===== config.mk =====
export PLATFORM = sky130hd
export DESIGN_NAME = temp_seg_display
export DESIGN_NICKNAME = d
export VERILOG_FILES = /design/src/rtl/lm07_pkg.sv /design/src/rtl/bin2bcd_seq.sv /design/src/rtl/temp_seg_display.sv
export SDC_FILE = /design/constraint.sdc
export NUM_CORES = 1
export LEC_CHECK = 0
export CORE_UTILIZATION = 40
export CTS_CLUSTER_SIZE = 28
export DETAILED_ROUTE_END_ITERATION = 16
export HOLD_SLACK_MARGIN = 0.05
export PLACE_DENSITY_LB_ADDON = 0.12
export SYNTH_ARGS = -nofsm -noshare
export SYNTH_HDL_FRONTEND = slang
export SYNTH_SLANG_ARGS = --single-unit

===== constraint.sdc =====
create_clock -name SYSCLK -period 2.6 [get_ports SYSCLK]
set_clock_uncertainty 0.15 [all_clocks]
set_input_delay 0.52 -clock SYSCLK [delete_from_list [all_inputs] [get_ports SYSCLK]]
set_output_delay 0.52 -clock SYSCLK [all_outputs]
set_load 0.01 [all_outputs]

===== src/rtl/lm07_pkg.sv =====
// Shared definitions for the LM07 temperature display path: FSM states,
// double-dabble iteration count, 7-segment glyphs and digit-select patterns.
package lm07_pkg;

    typedef enum logic [1:0] {
        ST_IDLE   = 2'd0,
        ST_CONV   = 2'd1,
        ST_COMMIT = 2'd2
    } state_t;

    // One shift per magnitude bit below the pre-loaded MSB.
    localparam int unsigned DD_ITERS = 8;

    // Segment bit order {g,f,e,d,c,b,a}, active-high.
    localparam logic [6:0] SEG_BLANK = 7'h00;
    localparam logic [6:0] SEG_MINUS = 7'h40;

    // Active-low one-hot digit selects.
    localparam logic [3:0] DSEL_OFF  = 4'b1111;
    localparam logic [3:0] DSEL_ONES = 4'b1110;
    localparam logic [3:0] DSEL_TENS = 4'b1101;
    localparam logic [3:0] DSEL_HUND = 4'b1011;
    localparam logic [3:0] DSEL_SIGN = 4'b0111;

    function automatic logic [6:0] seg_digit(input logic [3:0] d);
        case (d)
            4'd0:    seg_digit = 7'h3F;
            4'd1:    seg_digit = 7'h06;
            4'd2:    seg_digit = 7'h5B;
            4'd3:    seg_digit = 7'h4F;
            4'd4:    seg_digit = 7'h66;
            4'd5:    seg_digit = 7'h6D;
            4'd6:    seg_digit = 7'h7D;
            4'd7:    seg_digit = 7'h07;
            4'd8:    seg_digit = 7'h7F;
            4'd9:    seg_digit = 7'h6F;
            default: seg_digit = SEG_BLANK;
        endcase
    endfunction

endpackage


===== src/rtl/bin2bcd_seq.sv =====
// Sequential double-dabble: 9-bit magnitude to three BCD nibbles, one shift
// per cycle. The magnitude MSB is pre-loaded into the BCD field (a single
// shift of a value below 5 needs no adjust), so eight iterations suffice.
module bin2bcd_seq
    import lm07_pkg::*;
(
    input  logic       clk,
    input  logic       rst_n,
    input  logic       start,
    input  logic [8:0] mag,
    output logic       busy,
    output logic       done,
    output logic [3:0] hundreds,
    output logic [3:0] tens,
    output logic [3:0] ones
);

    localparam logic [3:0] LAST_ITER = 4'(DD_ITERS - 1);

    logic [11:0] bcd;
    logic [7:0]  bin;
    logic [3:0]  iter;
    logic [11:0] adj;

    // Add 3 to every BCD nibble of 5 or more ahead of the shift.
    always_comb begin
        adj = bcd;
        for (int i = 0; i < 3; i++) begin
            if (bcd[i*4 +: 4] >= 4'd5) begin
                adj[i*4 +: 4] = bcd[i*4 +: 4] + 4'd3;
            end
        end
    end

    // Load on start, then shift once per cycle; done pulses after the last shift.
    always_ff @(posedge clk or negedge rst_n) begin
        if (!rst_n) begin
            bcd  <= '0;
            bin  <= '0;
            iter <= '0;
            busy <= 1'b0;
            done <= 1'b0;
        end else begin
            done <= 1'b0;
            if (start) begin
                bcd  <= {11'd0, mag[8]};
                bin  <= mag[7:0];
                iter <= '0;
                busy <= 1'b1;
            end else if (busy) begin
                {bcd, bin} <= {adj, bin} << 1;
                iter       <= iter + 4'd1;
                if (iter == LAST_ITER) begin
                    busy <= 1'b0;
                    done <= 1'b1;
                end
            end
        end
    end

    assign hundreds = bcd[11:8];
    assign tens     = bcd[7:4];
    assign ones     = bcd[3:0];

endmodule


===== src/rtl/temp_seg_display.sv =====
// Display stage for the LM07 reader: captures each signed temperature word,
// converts its magnitude to BCD and scans sign/hundreds/tens/ones onto a
// four-digit multiplexed 7-segment display with leading-zero blanking.
module temp_seg_display
    import lm07_pkg::*;
#(
    parameter int REFRESH_DIV = 4
)(
    input  logic       SYSCLK,
    input  logic       RSTN,
    input  logic [7:0] temp_data,
    input  logic       temp_valid,
    output logic [6:0] seg,
    output logic [3:0] dsel,
    output logic       busy,
    output logic [7:0] shown_temp
);

    localparam int DIV_W = (REFRESH_DIV > 1) ? $clog2(REFRESH_DIV) : 1;
    localparam logic [DIV_W-1:0] DIV_LAST = DIV_W'(REFRESH_DIV - 1);

    state_t      state;
    logic [7:0]  cand;
    logic [7:0]  pend;
    logic        pend_valid;
    logic        disp_neg;
    logic [3:0]  disp_h, disp_t, disp_o;

    logic        start;
    logic [7:0]  start_word;
    logic [8:0]  mag;
    logic        dd_busy, dd_done;
    logic [3:0]  dd_h, dd_t, dd_o;

    logic [DIV_W-1:0] div_cnt;
    logic [1:0]       digit_idx;
    logic [6:0]       cur_seg;
    logic [3:0]       cur_dsel;

    // A conversion starts from IDLE on a strobe, or straight out of COMMIT
    // with the newest waiting word (a strobe on the COMMIT edge beats pending).
    always_comb begin
        start      = 1'b0;
        start_word = temp_data;
        case (state)
            ST_IDLE:   start = temp_valid;
            ST_COMMIT: begin
                start      = temp_valid | pend_valid;
                start_word = temp_valid ? temp_data : pend;
            end
            default:   start = 1'b0;
        endcase
    end

    // Magnitude as 9 bits so -128 yields +128.
    assign mag = start_word[7] ? (9'd0 - {1'b1, start_word}) : {1'b0, start_word};

    bin2bcd_seq u_bcd (
        .clk      (SYSCLK),
        .rst_n    (RSTN),
        .start    (start),
        .mag      (mag),
        .busy     (dd_busy),
        .done     (dd_done),
        .hundreds (dd_h),
        .tens     (dd_t),
        .ones     (dd_o)
    );

    // Capture/convert/commit sequencing with a one-deep latest-wins pending slot.
    always_ff @(posedge SYSCLK or negedge RSTN) begin
        if (!RSTN) begin
            state      <= ST_IDLE;
            cand       <= '0;
            pend       <= '0;
            pend_valid <= 1'b0;
            busy       <= 1'b0;
            disp_neg   <= 1'b0;
            disp_h     <= '0;
            disp_t     <= '0;
            disp_o     <= '0;
            shown_temp <= '0;
        end else begin
            case (state)
                ST_IDLE: begin
                    busy <= 1'b0;
                    if (start) begin
                        cand  <= start_word;
                        state <= ST_CONV;
                    end
                end
                ST_CONV: begin
                    busy <= 1'b1;
                    if (temp_valid) begin
                        pend       <= temp_data;
                        pend_valid <= 1'b1;
                    end
                    if (dd_done && !dd_busy) begin
                        state <= ST_COMMIT;
                    end
                end
                ST_COMMIT: begin
                    disp_neg   <= cand[7];
                    disp_h     <= dd_h;
                    disp_t     <= dd_t;
                    disp_o     <= dd_o;
                    shown_temp <= cand;
                    pend_valid <= 1'b0;
                    busy       <= start;
                    if (start) begin
                        cand  <= start_word;
                        state <= ST_CONV;
                    end else begin
                        state <= ST_IDLE;
                    end
                end
                default: state <= ST_IDLE;
            endcase
        end
    end

    // Glyph and select for the digit currently being scanned, with blanking.
    always_comb begin
        cur_seg  = SEG_BLANK;
        cur_dsel = DSEL_OFF;
        case (digit_idx)
            2'd0: begin
                cur_seg  = seg_digit(disp_o);
                cur_dsel = DSEL_ONES;
            end
            2'd1: begin
                cur_seg  = (disp_h == 4'd0 && disp_t == 4'd0) ? SEG_BLANK : seg_digit(disp_t);
                cur_dsel = DSEL_TENS;
            end
            2'd2: begin
                cur_seg  = (disp_h == 4'd0) ? SEG_BLANK : seg_digit(disp_h);
                cur_dsel = DSEL_HUND;
            end
            default: begin
                cur_seg  = disp_neg ? SEG_MINUS : SEG_BLANK;
                cur_dsel = DSEL_SIGN;
            end
        endcase
    end

    // Refresh divider and digit scan; seg/dsel are registered every cycle.
    always_ff @(posedge SYSCLK or negedge RSTN) begin
        if (!RSTN) begin
            div_cnt   <= '0;
            digit_idx <= '0;
            seg       <= SEG_BLANK;
            dsel      <= DSEL_OFF;
        end else begin
            seg  <= cur_seg;
            dsel <= cur_dsel;
            if (div_cnt == DIV_LAST) begin
                div_cnt   <= '0;
                digit_idx <= digit_idx + 2'd1;
            end else begin
                div_cnt <= div_cnt + 1'b1;
            end
        end
    end

endmodule


==> flow_summary.yaml, run 1 <==
place:
  detailed_place.area_um2: 4920
  routability_congestion_estimate: 0.805
  io_buffers: 30
  post-dp-hpwl_um: 6190
sta:
  final-max-slew-violation-count: 0
  rsz0062_at_grt: "false"
  timing.hold.ws_ps: 287
  post-route-period-util: 0.851
  setup_tns_ps: 0
  period_minus_slack_ps: 2210
  tightest_slew_ps: 644
  timing.max_slew.rel_slack: 0.566
  hold_violations: 0
  fmax_mhz: 452
  final-setup-viol-count: 0
finish:
  insertedDiodeCount: 0
  finish.net_count: 518
  postLayoutCoreUtil: 0.475
  syn_to_final_growth_pct: 16.1
  layout-drive-gt1-share: 0.130
  mostFrequentLayoutCell: "sky130_fd_sc_hd__dfrtp_1"
  postLayoutCellArea_um2: 5150
  most-common-layout-cells: "77 x sky130_fd_sc_hd__dfrtp_1, 42 x sky130_fd_sc_hd__o21ai_0, 39 x sky130_fd_sc_hd__nand2_1"
setup_path:
  critical_path_peak_fanout: 5
  critical_path_arrival_ps: 2310
  worstSetupStartpointType: "register"
  worstPathCellList: "inv_1, ha_1, nand2b_4, mux2i_1, ha_1, nand4_1, and3_1, o21ai_0, a21oi_1"
  reg2reg_depth: 9
  critical_path.most_common_cell: "sky130_fd_sc_hd__ha_1"
  timing.critical_path.to_type: "register"
  worst-endpoint-required_ps: 2690
  setup.worst_path.class: "register to register"
  cp_slowest_stage_delay_ps: 420
  crit_slowest_cell: "sky130_fd_sc_hd__dfrtp_1"
route:
  vias_per_cell: 5.13
  via_count: 3168
  remaining_drc_errors: 0
  drtIter0Drc: 106
  detail_route.wl_per_cell_um: 13.8
  ant_nets: 0
  dr.pass1.iters: 4
  routed_wl_um: 8550
yosys:
  post_synth_instance_area_um2: 4430
  seq_area_frac_synth: 0.458
  post_synth_inst_count: 438
  register_bit_total_from_synthesis: 81
  yosys_warnings: 0
  synth_cell_type_count: 51
  postSynthAreaPerCell_um2: 10.1
  synth_fp_nets: 483
cts:
  tritoncts_clock_tree: "done"
  cts_htree_levels: 3
  root_buffer: "sky130_fd_sc_hd__clkbuf_8"
  cts_inserted_buffers: 9
  clk_transition_reported_paths_ps: 90
  clk_latency_ps: 360
  cts_post_setup_buffers_inserted: 0
  post_cts_resize_count: 0
  clock_tree.buffer_depth: 2
  cts.sinks: 81
worst_hold_path:
  min_path_type: "register to register"
  hold_depth: 1
die:
  pin_count: 31
  chipHeight_um: 107
  initial_core_util: 0.409
  fp.coreArea_um2: 10800
  core.rowCount: 38
  die_area_um2: 11500
  fp.dieW_um: 107
outcome:
  outcome: "finished clean"
global_routing:
  groute.usage.overall: 0.166
  pin_count_of_the_biggest_net_entering_global_routing: 40
  initial_antenna_violation_count: 0
  vias_in_the_first_global_route: 3085
  first_pass_grt_wire_length_um: 15000
  global_route.overflow_total: 0
power:
  leakage_power_nw: 2.41
  max-vdd-ir-drop_mv: 0.437
  pwr_density_cell_nw_per_um2: 758
flow_run:
  maxCapViolations: 0
==> routing by layer <==
metal	GRT usage	wire length, um	vias to the layer above
met5	0	0	-
met4	0.0558	97	0
met3	0.0375	298	11
met2	0.269	4090	66
met1	0.219	4060	1519
li1	-	-	1572
==> report_power, final <==
group,internal [W],switching [W]
clock network,0.000547,0.000489
registers,0.00156,0.000253
logic,0.000526,0.000529
total,0.00263,0.00127
==> state kept, by name, indices dropped and copies added, names as in the netlist <==
name / flops
cand: 8
seg: 7
disp_h: 4
busy: 1
u_bcd.done: 1
disp_t: 4
disp_o: 4
u_bcd.busy: 1
shown_temp: 8
dsel: 4
pend: 8
u_bcd.iter: 4
digit_idx: 2
u_bcd.bcd: 12
div_cnt: 2
u_bcd.bin: 8
pend_valid: 1
state: 2
==> stage by stage <==
step	worst slack, ps	total power, W	std cells
5_1_grt	240	0.00417	618
3_3_place_gp	139	0.00288	601
6_report	387	0.00390	618
4_1_cts	411	0.00396	618
2_1_floorplan	235	0.00255	438
3_5_place_dp	109	0.00290	601
==> worst max-delay path, delay by kind of cell (launching register included) <==
family | cells | cell delay [ps]
compound gates | 2 | 200
simple gates | 3 | 410
buf+inv | 1 | 100
fa+ha+maj | 2 | 550
mux | 1 | 260
flops | 1 | 420
==> area by class of cell <==
type | count | area (um^2)
Timing Repair Buffer | 44 | 430
Tap cell | 140 | 175
Multi-Input combinational cell | 308 | 2180
Clock inverter | 6 | 91.3
Clock buffer | 10 | 128
Sequential cell | 81 | 2030
Inverter | 29 | 109
Fill cell | 1039 | 5690
==> synth_stat cells (all sizes together) <==
cell / number / area (um^2)
buf: 10 / 71.3
o211ai: 3 / 22.5
and3: 3 / 18.8
a21oi: 20 / 100
xnor2: 6 / 52.6
dfrtp: 77 / 1930
o21bai: 4 / 30.0
o21a: 6 / 45.0
or2: 1 / 6.26
nand2b: 10 / 70.1
a2111oi: 1 / 15.0
ha: 34 / 425
o22ai: 3 / 18.8
nor4: 1 / 6.26
a21o: 11 / 82.6
o221ai: 1 / 8.76
a221o: 1 / 10.0
a32oi: 1 / 8.76
nand3: 6 / 30.0
o31ai: 3 / 22.5
mux2i: 22 / 236
nand4: 4 / 25.0
and2: 1 / 6.26
nor3b: 2 / 20.0
o21ai: 43 / 226
xor2: 5 / 43.8
nand2: 39 / 146
or3: 1 / 6.26
nor2: 37 / 139
a2bb2oi: 2 / 17.5
nor2b: 3 / 18.8
a222oi: 1 / 10.0
nor3: 4 / 20.0
mux2: 21 / 236
a31oi: 5 / 31.3
a41oi: 1 / 8.76
a211oi: 1 / 7.51
dfstp: 4 / 105
clkbuf: 10 / 37.5
inv: 28 / 105
a31o: 1 / 8.76
clkinv: 1 / 3.75
==> kinds of logic (layout without fill, tap and decap cells) <==
kind of cell / after synthesis / count (layout) / share of synthesized area
muxes: 43 / 43 / 0.107
buffers and inverters: 49 / 89 / 0.0491
DFF: 81 / 81 / 0.458
and+or+nand+nor: 112 / 112 / 0.116
adders and majority gates: 34 / 34 / 0.0960
xor gates and xnor gates: 11 / 11 / 0.0217
AOI/OAI and AO/OA: 108 / 108 / 0.152
==> path summary, 6_finish.rpt <==
| path | start | endpoint | slack (ps) |
|---|---|---|---|
| min reg2reg | div_cnt[0]$_DFF_PN0_ | div_cnt[0]$_DFF_PN0_ | 290 |
| min | div_cnt[0]$_DFF_PN0_ | div_cnt[0]$_DFF_PN0_ | 290 |
| max | state[0]$_DFFE_PN0P_ | u_bcd.bin[6]$_DFFE_PN0P_ | 390 |
| min in group asynchronous | RSTN | seg[3]$_DFF_PN0_ | 400 |
| max reg2reg | state[0]$_DFFE_PN0P_ | u_bcd.bin[6]$_DFFE_PN0P_ | 390 |
| max in group asynchronous | RSTN | dsel[3]$_DFF_PN1_ | 1240 |
==> timing repair <==
item,4_1_cts,5_1_grt
endpoints found under the setup margin,0,0
hold buffers,1,0
hold endpoints to repair,11,0
(Power assumes the default switching activity.)
==> run 2, diff against run 1 <==
--- a/config.mk
+++ b/config.mk
@@ -10,6 +10,7 @@
 export DETAILED_ROUTE_END_ITERATION = 16
 export HOLD_SLACK_MARGIN = 0.05
 export PLACE_DENSITY_LB_ADDON = 0.12
+export REMOVE_ABC_BUFFERS = 1
 export SYNTH_ARGS = -nofsm -noshare
 export SYNTH_HDL_FRONTEND = slang
 export SYNTH_SLANG_ARGS = --single-unit
==> run 2 against run 1 <==
  * Sequential power is essentially flat
  * Worst setup slack lost 22 ps
  * Combinational power is essentially flat
  * Critical endpoint unchanged
==> flow_summary.yaml, run 2 (synthesized netlist as in run 1, its figures left out) <==
cts:
  clk_transition_reported_paths_ps: 90
  tritoncts_clock_tree: "done"
  clock_tree.buffer_depth: 2
  cts_htree_levels: 3
  root_buffer: "sky130_fd_sc_hd__clkbuf_8"
  clk_latency_ps: 360
  cts_inserted_buffers: 9
  cts.sinks: 81
  cts_post_setup_buffers_inserted: 0
  post_cts_resize_count: 0
  holdBufCountCts: 0
power:
  leakage_power_nw: 2.39
  pwr_density_cell_nw_per_um2: 740
  max-vdd-ir-drop_mv: 0.412
die:
  chipHeight_um: 107
  core.rowCount: 38
  fp.dieW_um: 107
  initial_core_util: 0.409
  pin_count: 31
  fp.coreArea_um2: 10800
  die_area_um2: 11500
flow_run:
  maxCapViolations: 0
sta:
  post-route-period-util: 0.860
  hold_violations: 0
  fmax_mhz: 447
  timing.hold.ws_ps: 39.2
  tightest_slew_ps: 668
  final-max-slew-violation-count: 0
  timing.max_slew.rel_slack: 0.555
  final-setup-viol-count: 0
  rsz0062_at_grt: "false"
  period_minus_slack_ps: 2240
finish:
  finish.net_count: 518
  mostFrequentLayoutCell: "sky130_fd_sc_hd__dfrtp_1"
  finish.cell_count_without_fillers: 618
  max_reg_flops: 12
  insertedDiodeCount: 0
  fillCellCount: 1046
  most-common-layout-cells: "77 x sky130_fd_sc_hd__dfrtp_1, 42 x sky130_fd_sc_hd__o21ai_0, 39 x sky130_fd_sc_hd__nand2_1"
  syn_to_final_growth_pct: 15.2
  layout-drive-gt1-share: 0.134
  top_register: "u_bcd.bcd"
setup_path:
  reg2reg_start: "state[0]$_DFFE_PN0P_"
  reg2reg_depth: 9
  timing.critical_path.to_type: "register"
  setup.worst_path.class: "register to register"
  worstSetupStartpointType: "register"
  critical_path.reg2reg.endpoint: "u_bcd.bin[6]$_DFFE_PN0P_"
  worst-endpoint-required_ps: 2700
  critical_path_peak_fanout: 5
  critical_path_arrival_ps: 2340
  r2r_setup_slack_ps: 360
place:
  io_buffers: 30
  routability_congestion_estimate: 0.786
  placedCellCount: 602
  post-dp-hpwl_um: 6040
route:
  wl_met2_um: 4120
  met1Wirelength_um: 3750
  top_signal_layer_used: "met4"
  remaining_drc_errors: 0
  drtIter0Drc: 88
  vias_per_cell: 5.04
  detail_route.wl_per_cell_um: 13.5
  routed_wl_um: 8350
  dr.pass1.iters: 4
  ant_nets: 0
  wl_met3_um: 301
  via_count: 3116
global_routing:
  groute.usage.overall: 0.162
  global_route.overflow_total: 0
  first_pass_grt_wire_length_um: 14600
  pin_count_of_the_biggest_net_entering_global_routing: 53
  initial_antenna_violation_count: 0
  vias_in_the_first_global_route: 3122
outcome:
  outcome: "finished clean"
worst_hold_path:
  min_path_type: "input port to async pin"
==> run 2: how the worst max path moves through the flow <==
stage | start | to | slack [ps] | cells past startpoint
after global placement | temp_valid | u_bcd.bin[6]$_DFFE_PN0P_ | 150 | 8
final | state[0]$_DFFE_PN0P_ | u_bcd.bin[6]$_DFFE_PN0P_ | 360 | 9
after detailed placement | temp_valid | u_bcd.bin[6]$_DFFE_PN0P_ | 80 | 8
after floorplan | state[0]$_DFFE_PN0P_ | u_bcd.bin[6]$_DFFE_PN0P_ | -260 | 9
after global routing | state[0]$_DFFE_PN0P_ | u_bcd.bin[4]$_DFFE_PN0P_ | 180 | 9
after CTS | state[0]$_DFFE_PN0P_ | u_bcd.bin[6]$_DFFE_PN0P_ | 350 | 9
==> run 2: metrics by stage <==
step / setup TNS, ps / power, W / setup WS, ps / utilization / cell area [um^2]
floorplan: -1430 / 0.00253 / -259 / - / 4320
global placement: 0 / 0.00285 / 148 / 0.452 / 4900
detailed placement: 0 / 0.00288 / 83.2 / 0.452 / 4900
CTS: 0 / 0.00384 / 354 / 0.471 / 5100
global route: 0 / 0.00406 / 179 / 0.471 / 5100
finish: 0 / 0.00378 / 364 / 0.471 / 5100
==> run 2: critical path, cell delays in order (launching register included) <==
cell                       delay (ps)
sky130_fd_sc_hd__dfrtp_1          400
sky130_fd_sc_hd__inv_1             90
sky130_fd_sc_hd__ha_1             260
sky130_fd_sc_hd__nand2b_4         120
sky130_fd_sc_hd__mux2i_1          270
sky130_fd_sc_hd__ha_1             300
sky130_fd_sc_hd__nand4_1          100
sky130_fd_sc_hd__and3_1           200
sky130_fd_sc_hd__o21ai_0          170
sky130_fd_sc_hd__a21oi_1           60
==> run 2: where the power goes <==
group	switching (W)	total (W)	leakage (nW)	internal, W
clock	0.000469	0.000940	0.103	0.000471
combinational	0.000518	0.00103	1.27	0.000509
sequential	0.000249	0.00181	1.02	0.00156
total	0.00124	0.00378	2.39	0.00254
==> run 2: area by class of cell <==
type,count,area [um^2],share of cell area
inverters,29,109,0.0213
repair buffers,44,403,0.0789
well taps,140,175,0.0343
clock buffers,10,138,0.0270
clock inverters,6,65.1,0.0127
multi-input cells,308,2180,0.428
flip-flops and latches,81,2030,0.398
==> run 2: layer usage <==
layer,GRT usage,vias to the layer above
met5,0,-
met3,0.0351,14
met2,0.282,53
met4,0.0675,0
met1,0.192,1475
li1,-,1574
==> run 3, diff against run 2 <==
==> constraint.sdc (replaced) <==
create_clock -name SYSCLK -period 2.6 [get_ports SYSCLK]
set_clock_uncertainty 0.15 [all_clocks]
set_input_delay 0.52 -clock SYSCLK [delete_from_list [all_inputs] [get_ports SYSCLK]]
set_output_delay 0.52 -clock SYSCLK [all_outputs]
set_load 0.1 [all_outputs]
==> run 3 against run 2 <==
  * Highest routed layer unchanged
  * Sequential power barely moved
  * Sequential share of layout area rose by 0.26 points
  * Wire length up 2.8%
==> flow_summary.yaml, run 3 (synthesized netlist as in run 1, its figures left out) <==
global_routing:
  groute.usage.overall: 0.163
  first_pass_grt_wire_length_um: 14400
  global_route.overflow_total: 0
  pin_count_of_the_biggest_net_entering_global_routing: 47
  initial_antenna_violation_count: 0
  vias_in_the_first_global_route: 3004
sta:
  period_minus_slack_ps: 2290
  timing.max_slew.rel_slack: 0.549
  rsz0062_at_grt: "false"
  final-setup-viol-count: 0
  final-max-slew-violation-count: 0
  hold_violations: 0
  timing.hold.ws_ps: 276
  fmax_mhz: 437
  tightest_slew_ps: 670
  post-route-period-util: 0.881
route:
  vias_per_cell: 5.12
  ant_nets: 0
  dr.pass1.iters: 4
  remaining_drc_errors: 0
  via_count: 3164
  drtIter0Drc: 79
  detail_route.wl_per_cell_um: 13.9
  routed_wl_um: 8580
cts:
  post_cts_resize_count: 0
  clk_latency_ps: 370
  root_buffer: "sky130_fd_sc_hd__clkbuf_8"
  clock_tree.buffer_depth: 2
  cts_htree_levels: 3
  cts_inserted_buffers: 9
  tritoncts_clock_tree: "done"
  clk_transition_reported_paths_ps: 90
  cts.sinks: 81
finish:
  syn_to_final_growth_pct: 14.4
  top_register: "u_bcd.bcd"
  layout-drive-gt1-share: 0.174
  insertedDiodeCount: 0
  finish.cell_count_without_fillers: 618
  max_reg_flops: 12
  multi_input_comb_area_um2: 2180
  mostFrequentLayoutCell: "sky130_fd_sc_hd__dfrtp_1"
  fillCellCount: 1039
  most-common-layout-cells: "77 x sky130_fd_sc_hd__dfrtp_1, 42 x sky130_fd_sc_hd__o21ai_0, 39 x sky130_fd_sc_hd__nand2_1"
  postLayoutCoreUtil: 0.468
  area.sequential_um2: 2030
  finish.net_count: 518
place:
  post-dp-hpwl_um: 6200
  routability_congestion_estimate: 0.760
  io_buffers: 30
  placedCellCount: 601
die:
  chipHeight_um: 107
  fp.dieW_um: 107
  initial_core_util: 0.409
  pin_count: 31
  fp.coreArea_um2: 10800
  core.rowCount: 38
  die_area_um2: 11500
setup_path:
  setup.worst_path.class: "register to register"
  critical_path_peak_fanout: 8
  critical_path_arrival_ps: 2400
  worst-endpoint-required_ps: 2710
  timing.critical_path.to_type: "register"
  worstSetupStartpointType: "register"
power:
  max-vdd-ir-drop_mv: 0.451
  pwr_density_cell_nw_per_um2: 788
  leakage_power_nw: 2.41
worst_hold_path:
  min_path_type: "register to register"
outcome:
  outcome: "finished clean"
flow_run:
  maxCapViolations: 0
-- run 3: routing by layer --
layer  GRT usage  vias to the layer above  share of wire
li1            -                     1574              -
met1       0.199                     1520           0.46
met2       0.268                       52           0.48
met3      0.0375                       18          0.027
met4      0.0851                        0          0.030
met5           0                        -              0
-- run 3: area by class of cell --
cell class	instances	area share
multi-input cells	308	0.430
flip-flops and latches	81	0.401
repair buffers	44	0.0725
well taps	140	0.0345
clock buffers	10	0.0271
inverters	29	0.0215
clock inverters	6	0.0133
-- run 3: critical path, cell delays in order (launching register included) --
cell	delay, ps
sky130_fd_sc_hd__dfrtp_1	420
sky130_fd_sc_hd__inv_1	120
sky130_fd_sc_hd__ha_1	350
sky130_fd_sc_hd__nand2b_4	120
sky130_fd_sc_hd__mux2i_1	210
sky130_fd_sc_hd__ha_1	300
sky130_fd_sc_hd__nand4_1	90
sky130_fd_sc_hd__and3_1	200
sky130_fd_sc_hd__o21ai_0	150
sky130_fd_sc_hd__a21oi_1	50
-- run 3: per-stage QoR --
stage                     setup WS, ps  TNS [ps]  cell area (um^2)  power [W]
after floorplan                   -259     -1430              4320    0.00271
after global placement             141         0              4860    0.00304
after detailed placement           119         0              4860    0.00308
after CTS                          298         0              5070    0.00405
after global routing               109         0              5070    0.00427
final                              310         0              5070    0.00400
-- run 3: path summary, 6_finish.rpt --
kind / start / endpoint / slack [ps] / cells after the start
max: state[0]$_DFFE_PN0P_ / u_bcd.bin[6]$_DFFE_PN0P_ / 310 / 9
min: div_cnt[0]$_DFF_PN0_ / div_cnt[0]$_DFF_PN0_ / 280 / 1
max reg2reg: state[0]$_DFFE_PN0P_ / u_bcd.bin[6]$_DFFE_PN0P_ / 310 / 9
min reg2reg: div_cnt[0]$_DFF_PN0_ / div_cnt[0]$_DFF_PN0_ / 280 / 1
max in group asynchronous: RSTN / cand[2]$_DFFE_PN0P_ / 1210 / 3
min in group asynchronous: RSTN / seg[3]$_DFF_PN0_ / 500 / 2
-- run 3: timing repair --
action	in CTS	in global routing
hold buffers	1	0
hold endpoints to repair	31	0
setup buffers	0	0
-- run 3: power breakdown --
group / internal, W / leakage (nW) / switching (W) / total (W)
combinational: 0.000511 / 1.29 / 0.000717 / 0.00123
sequential: 0.00156 / 1.02 / 0.000253 / 0.00181
clock: 0.000471 / 0.0985 / 0.000484 / 0.000955
